`src/rtl/ddr_burst_writer.sv`:
```
// Streams fixed-length AXI4 INCR write bursts from an AXI-Stream source to memory.
// Limits outstanding bursts and reports job completion and sticky write errors.
module ddr_burst_writer #(
    parameter int unsigned ADDR_W    = 40,
    parameter int unsigned DATA_W    = 256,
    parameter int unsigned ID_W      = 4,
    parameter int unsigned BURST_LEN = 16,
    parameter int unsigned MAX_OUTST = 4
) (
    input  logic                ps_clk,
    input  logic                ps_rstb,
    input  logic                start,
    input  logic [ADDR_W-1:0]   base_addr,
    input  logic [15:0]         num_bursts,
    output logic                busy,
    output logic                done,
    output logic                error,
    input  logic [DATA_W-1:0]   s_tdata,
    input  logic                s_tvalid,
    output logic                s_tready,
    output logic [ADDR_W-1:0]   m_awaddr,
    output logic [7:0]          m_awlen,
    output logic [ID_W-1:0]     m_awid,
    output logic                m_awvalid,
    input  logic                m_awready,
    output logic [2:0]          m_awsize,
    output logic [1:0]          m_awburst,
    output logic [3:0]          m_awcache,
    output logic [DATA_W-1:0]   m_wdata,
    output logic [DATA_W/8-1:0] m_wstrb,
    output logic                m_wlast,
    output logic                m_wvalid,
    input  logic                m_wready,
    input  logic [ID_W-1:0]     m_bid,
    input  logic [1:0]          m_bresp,
    input  logic                m_bvalid,
    output logic                m_bready
);

    localparam int unsigned       BYTES       = DATA_W / 8;
    localparam logic [ADDR_W-1:0] BURST_BYTES = ADDR_W'(BURST_LEN * BYTES);
    localparam logic [7:0]        LAST_BEAT   = 8'(BURST_LEN - 1);
    localparam logic [15:0]       OUTST       = 16'(MAX_OUTST);

    typedef enum logic [1:0] {StIdle, StRun, StFinish} state_e;

    state_e            r_state;
    state_e            w_state_nxt;
    logic [ADDR_W-1:0] r_aw_addr;
    logic [15:0]       r_num;
    logic [15:0]       r_aw_cnt;
    logic [15:0]       r_w_burst_cnt;
    logic [15:0]       r_b_cnt;
    logic [7:0]        r_beat;
    logic              r_error;

    logic              w_run;
    logic              w_start_acc;
    logic              w_w_allow;
    logic              w_aw_hs;
    logic              w_w_hs;
    logic              w_b_hs;
    logic [15:0]       w_b_cnt_nxt;
    logic              w_unused;

    assign w_run       = (r_state == StRun);
    assign w_start_acc = (r_state == StIdle) && start;
    // W beats may only run behind bursts whose address has been accepted.
    assign w_w_allow   = w_run && (r_w_burst_cnt < r_aw_cnt);
    assign w_aw_hs     = m_awvalid && m_awready;
    assign w_w_hs      = m_wvalid && m_wready;
    assign w_b_hs      = m_bvalid && m_bready;
    assign w_b_cnt_nxt = r_b_cnt + 16'd1;
    assign w_unused    = ^m_bid;

    always_ff @(posedge ps_clk or negedge ps_rstb) begin
        if (!ps_rstb) begin
            r_state <= StIdle;
        end else begin
            r_state <= w_state_nxt;
        end
    end

    always_comb begin
        w_state_nxt = r_state;
        unique case (r_state)
            StIdle: begin
                if (start) begin
                    w_state_nxt = (num_bursts == 16'd0) ? StFinish : StRun;
                end
            end
            StRun: begin
                if (w_b_hs && (w_b_cnt_nxt == r_num)) begin
                    w_state_nxt = StFinish;
                end
            end
            StFinish: w_state_nxt = StIdle;
            default:  w_state_nxt = StIdle;
        endcase
    end

    always_ff @(posedge ps_clk or negedge ps_rstb) begin
        if (!ps_rstb) begin
            r_aw_addr     <= '0;
            r_num         <= '0;
            r_aw_cnt      <= '0;
            r_w_burst_cnt <= '0;
            r_b_cnt       <= '0;
            r_beat        <= '0;
            r_error       <= 1'b0;
        end else if (w_start_acc) begin
            r_aw_addr     <= base_addr;
            r_num         <= num_bursts;
            r_aw_cnt      <= '0;
            r_w_burst_cnt <= '0;
            r_b_cnt       <= '0;
            r_beat        <= '0;
            r_error       <= 1'b0;
        end else if (w_run) begin
            if (w_aw_hs) begin
                r_aw_cnt  <= r_aw_cnt + 16'd1;
                r_aw_addr <= r_aw_addr + BURST_BYTES;
            end
            if (w_w_hs) begin
                if (m_wlast) begin
                    r_beat        <= '0;
                    r_w_burst_cnt <= r_w_burst_cnt + 16'd1;
                end else begin
                    r_beat <= r_beat + 8'd1;
                end
            end
            if (w_b_hs) begin
                r_b_cnt <= w_b_cnt_nxt;
                if (m_bresp != 2'b00) begin
                    r_error <= 1'b1;
                end
            end
        end
    end

    assign busy      = w_run;
    assign done      = (r_state == StFinish);
    assign error     = r_error;

    // AW valid can only fall through its own handshake, so the address stays stable while stalled.
    assign m_awvalid = w_run && (r_aw_cnt < r_num) && ((r_aw_cnt - r_b_cnt) < OUTST);
    assign m_awaddr  = r_aw_addr;
    assign m_awlen   = LAST_BEAT;
    assign m_awid    = '0;
    assign m_awsize  = 3'($clog2(BYTES));
    assign m_awburst = 2'b01;
    assign m_awcache = 4'b0011;

    assign m_wvalid  = w_w_allow && s_tvalid;
    assign s_tready  = w_w_allow && m_wready;
    assign m_wdata   = s_tdata;
    assign m_wstrb   = '1;
    assign m_wlast   = (r_beat == LAST_BEAT);

    assign m_bready  = w_run;

endmodule

```
`config.mk`:
```
export PLATFORM = sky130hd
export DESIGN_NAME = ddr_burst_writer
export DESIGN_NICKNAME = d
export VERILOG_FILES = /design/src/rtl/ddr_burst_writer.sv
export SDC_FILE = /design/constraint.sdc
export NUM_CORES = 1
export LEC_CHECK = 0
export ABC_CLOCK_PERIOD_IN_PS = 4900
export BUFFER_PORTS_ARGS = -buffer_cell sky130_fd_sc_hd__buf_4
export CORE_AREA = 2 2 265 267
export CTS_BUF_LIST = sky130_fd_sc_hd__clkbuf_4 sky130_fd_sc_hd__clkbuf_8 sky130_fd_sc_hd__clkbuf_16
export DETAILED_ROUTE_END_ITERATION = 16
export DIE_AREA = 0 0 267 269
export SLEW_MARGIN = 10
export SYNTH_ARGS = -nofsm -noshare
export SYNTH_HDL_FRONTEND = slang
export SYNTH_SLANG_ARGS = --single-unit
```
`constraint.sdc`:
```
create_clock -name ps_clk -period 4.9 [get_ports ps_clk]
set_input_delay 0.98 -clock ps_clk [delete_from_list [all_inputs] [get_ports ps_clk]]
set_output_delay 0.98 -clock ps_clk [all_outputs]
set_load 0.05 [all_outputs]
```
Word-level counts from Yosys, hierarchy flattened
Index checks and enable logic that the tools add are counted.
{ "classes": {"addsub": 6, "magnitude_cmp": 3, "n_eq_ne": 6, "muxes": 25, "n_reduce_logical": 25} }
{ "ops": {"columns": ["cell", "n"], "rows": [
  ["two-way mux 16 bit", 10],
  ["two-way mux 40 bit", 3],
  ["adder 16 x 1 -> 16 bit (second input constant)", 3],
  ["adder 40 x 10 -> 40 bit (second input constant)", 1],
  ["< comparator 16 bit", 2],
  ["two-way mux 8 bit", 4],
  ["equality test 16 bit", 1],
  ["logical NOT 16 bit", 1],
  ["< comparator 16 x 3 -> 1 bit (second input constant)", 1],
  ["subtractor 16 bit", 1],
  ["nonzero test 2 bit", 7],
  ["logical AND 1 bit", 10],
  ["adder 8 x 1 -> 8 bit (second input constant)", 1],
  ["equality test 8 x 4 -> 1 bit (second input constant)", 1],
  ["AND reduction 2 bit", 4],
  ["two-way mux 2 bit", 3],
  ["AND reduction 3 bit", 2],
  ["two-way mux 1 bit", 4],
  ["one-hot mux 2 bit (2 select lines)", 1],
  ["equality test 2 x 1 -> 1 bit (second input constant)", 1],
  ["equality test 2 bit (second input constant)", 1],
  ["logical NOT 2 bit", 1],
  ["inequality test 2 x 1 -> 1 bit (second input constant)", 1],
  ["inequality test 2 bit (second input constant)", 1]
]} }
{ "totals": {"regBits": 115, "inputBits": 325, "output_inout_bits": 357, "elab_cells": 73} }

Logic depth before layout (Yosys ltp)
{ "depth": {"depth_word": 7, "mapped_depth": 14, "depth_no_buf": 11} }

Least setup slack after synthesis
Ideal clock, no wire load.
{ "synth_path": {"path_type": "register -> output", "from": "register r_b_cnt[2]", "to": "output port m_awvalid", "arrival_time_ns": 3.893, "required_ns": 3.920, "slack_ns": 0.027, "stages_incl_launch_ff": 12, "path_buffers": 2, "cell_sequence": "dfrtp_1 -> clkbuf_1 -> inv_1 -> ha_1 -> a21o_1 -> a31o_4 -> a211oi_4 -> mux2i_1 -> or3b_4 -> or2_1 -> buf_6 -> nor4_1"} }
{ "synth_between": {"elab_chain_cells": 3} }
{ "synth_lines": {"columns": ["item", "line_no", "rtl"], "rows": [
  ["start: declaration", "53", "logic [15:0] r_b_cnt;"],
  ["start signal: assignment", "133", "r_b_cnt <= w_b_cnt_nxt;"],
  ["subtractor 16 bit", "146", "assign m_awvalid = w_run && (r_aw_cnt < r_num) && ((r_aw_cnt - r_b_cnt) < OUTST);"],
  ["< comparator 16 x 3 -> 1 bit", "146", null],
  ["logical AND 1 bit", "146", null],
  ["end: declaration", "24", "output logic m_awvalid,"]
]} }
Every way passes these cells.

Worst setup path after layout
Same ends and word-level chain as after synthesis.

==> reports/qor.csv <==
stage,metric,value,unit
global_routing,grt_max_degree,66,
synth,synthAdderAreaFrac,6.03,%
synth,synth_cells,1244,
clocking,cts_tree,yes,
setup_path,crit_path_start,r_b_cnt[2],
timing,fin_skew,0.0134,ns
synth,synth_xor_xnor_area_share,4.39,%
global_routing,use_met1,10.5,%
synth,synth-warning-count,0,
setup_path,crit_top_cell,buf_4,
setup_path,critPathKind,reg -> out,
min_path,hold_depth,2,
synth,yosys.area_share.simple,19.9,%
finish,final_common_cell,buf_4,
setup_path,crit_path_start_kind,flip-flop,
setup_path,r2r_start,r_aw_cnt[11],
placed_design,hpwl,25400,um
setup_path,regToRegSetupSlack,0.84,ns
route,antenna_left,0,
setup_path,arrival,3.70,ns
route,vias_per_cell,3.77,
synth,muxShareOfSynthArea,1.69,%
synth,synth_area_per_cell,8.17,sq um
setup_path,rr_endpoint,m_awaddr[30],
route,dr.first_iter.drc_count,483,
floorplan,die_x,267,um
timing,setup_viol,0,
power,power_leakage,4.51,nW
synth,synth_seq_area_share,28.3,%
clocking,clkLatencyLatePin,0.45,ns
floorplan,start_util,14.7,%
setup_path,worstPathCellList,inv_1 > ha_1 > a21o_1 > a31o_4 > a211oi_4 > mux2i_1 > or3b_4 > or2_1 > nor4_1 > buf_4 > buf_4,
setup_path,reg2regPathDepth,11,
timing,max_freq,214,MHz
route,drt-pass1-iter-count,5,
route,vias,7728,
timing,fin_crit,4.68,ns
global_routing,gr-usage-all-layers,8.99,%
synth,synth_top_family_by_area,buffers and inverters,
timing,tns,0,ns
clocking,cts_buffer_depth,2,
timing,hold_violations,0,
global_routing,grt_use_met3,5.43,%
clocking,h-tree-depth,4,
global_routing,met2_usage,12.6,%
synth,synthFlopType,dfrtp_1,
min_path,hp-start,m_awaddr[1],
floorplan,core,0.0693,sq mm
min_path,worstHoldEndpoint,m_awaddr[1],
setup_path,cp_max_fo,8,
timing,period_share,95.5,%
floorplan,die_h,269,um
clocking,clock-sinks,115,
placed_design,io_buffers,112,
synth,synth_compound_area_share,13.0,%
flow_run,drv_cap,0,
clocking,cts-root-buf,clkbuf_16,
finish,insertedDiodeCount,0,
floorplan,rows,97,
synth,ys_ff_latch,115,
finish,drive_above_1_share,16.1,%
finish,final_nets,1469,
timing,rsz0062_at_grt,false,
synth,syn_area,0.0102,sq mm
timing,layout_setup_ws,0.222,ns
global_routing,grt-busiest-layer,met2,
timing,max_slew.worst_pin.slew,1.06,ns
global_routing,antenna_found_initial,1,
synth,async_reset_ff_share,100,%
global_routing,first_global_vias,7457,
finish,areaGrowthSynthToFinish,4.60,%
clocking,post_cts.repair.setup_buffers,0,
min_path,hold_class,reg -> reg,
setup_path,cp_data_required_time,3.92,ns
timing,hold_slack,0.480,ns
finish,layout_common_cells,"126 x buf_4, 115 x dfrtp_1, 102 x nand2_1, 91 x nor2_1",
finish,fin_area,0.0106,sq mm
setup_path,slowest_stage,dfrtp_1,
power,power.density,276,mW/mm^2
route,wl_per_cell,16.0,um
clocking,cts_inserted_buffers,17,
floorplan,dieArea,0.0718,sq mm
global_routing,grt_pass1_wl,47300,um
route,wirelength,32700,um
global_routing,gr-total-overflow,0,
clocking,clk_pin_slew,0.07,ns
floorplan,ios,682,
setup_path,crit_path_max_incr_delay,0.50,ns
placed_design,gp_congestion,0.791,
placed_design,placedInstanceArea,0.0100,sq mm
timing,slew-limit-headroom,29.1,%
route,drc,0,
setup_path,end_kind,output pin,
synth,synth_edf_count,0,
synth,synth.distinct_cells,74,
timing,maxSlewViolCount,0,
placed_design,dp_slack,0.686,ns
power,vdd_ir_drop_max,0.244,mV
run_status,status,completed,
==> state kept, by name, summed over array words and instances (netlist names) <==
register	cells
m_awaddr	40
r_aw_cnt	16
r_b_cnt	16
r_num	16
r_w_burst_cnt	16
r_beat	8
r_state	2
error	1
==> how the worst max path moves through the flow <==
stage / slack (ns) / depth (start not counted) / to
2_1_floorplan: 0.03 / 11 / m_awvalid
5_1_grt: 0.006 / 11 / m_awvalid
4_1_cts: 0.19 / 11 / m_awvalid
6_report: 0.22 / 11 / m_awvalid
3_3_place_gp: 0.72 / 10 / m_awvalid
3_5_place_dp: 0.69 / 11 / m_awvalid
==> cells by family (layout without fill, tap and decap cells) <==
logic type	after synthesis	after routing
other	2	53
AOI/OAI and AO/OA	204	204
buffers and inverters	409	222
muxes	17	17
xor gates and xnor gates	51	51
and+or+nand+nor	397	397
DFF	115	115
adders and majority gates	49	49
==> cell usage after synthesis, drive strengths merged, types with 18 or more instances <==
library cell  instances  share of area [%]
nor3                 21                1.1
a31oi                18                1.1
ha                   49                6.0
dfrtp               115                 28
and3                 19                1.2
nor4                 21                1.4
o21ai                64                3.2
xnor2                39                3.4
nor2                 92                3.4
clkbuf               32                1.2
nand3                43                2.2
nand4                22                1.4
inv                  61                2.3
a21oi                42                2.1
nand2               102                3.8
buf                 315                 23
==> per-layer routing <==
| layer | part of all wire [%] | routed length (um) | vias up |
|---|---|---|---|
| met3 | 12 | 4010 | 109 |
| met1 | 41 | 13400 | 3556 |
| li1 | - | - | 3628 |
| met2 | 43 | 13900 | 431 |
| met4 | 3.8 | 1230 | 4 |
| met5 | 0.33 | 109 | - |
==> cell type report <==
class / count / area (sq um)
clock buffers: 18 / 439
clock inverters: 14 / 143
fillers: 7902 / 58700
inverters: 62 / 233
multi-input cells: 771 / 4780
flip-flops and latches: 115 / 2880
well taps: 940 / 1180
repair buffers: 128 / 986
==> metrics by stage <==
step / total power [mW] / utilization, % / cells
final: 2.93 / 15.3 / 2048
after detailed placement: 1.67 / 14.5 / 2016
after global routing: 3.08 / 15.3 / 2048
after global placement: 1.67 / 14.5 / 2016
after CTS: 2.98 / 15.3 / 2048
after floorplan: 2.09 / - / 1295
==> worst max-delay path, delay by kind of cell (launching register included) <==
kind / cells / cell delay, ns
muxes: 1 / 0.14
DFF: 1 / 0.50
and+or+nand+nor: 3 / 1.02
adders and majority gates: 1 / 0.35
buffers and inverters: 3 / 0.50
AOI/OAI and AO/OA: 3 / 0.73
==> power breakdown <==
part	switching [mW]	total [mW]	internal, mW
sequential	0.0682	1.08	1.01
combinational	0.377	0.577	0.200
clock	0.555	1.28	0.727
total	1.00	2.93	1.93
==> repair_timing <==
action / 4_1_cts / 5_1_grt
gates resized for setup: 0 / 1
hold buffers: 0 / 0
setup endpoints to repair: 0 / 1
No activity file was read; power rests on OpenSTA's default activity.
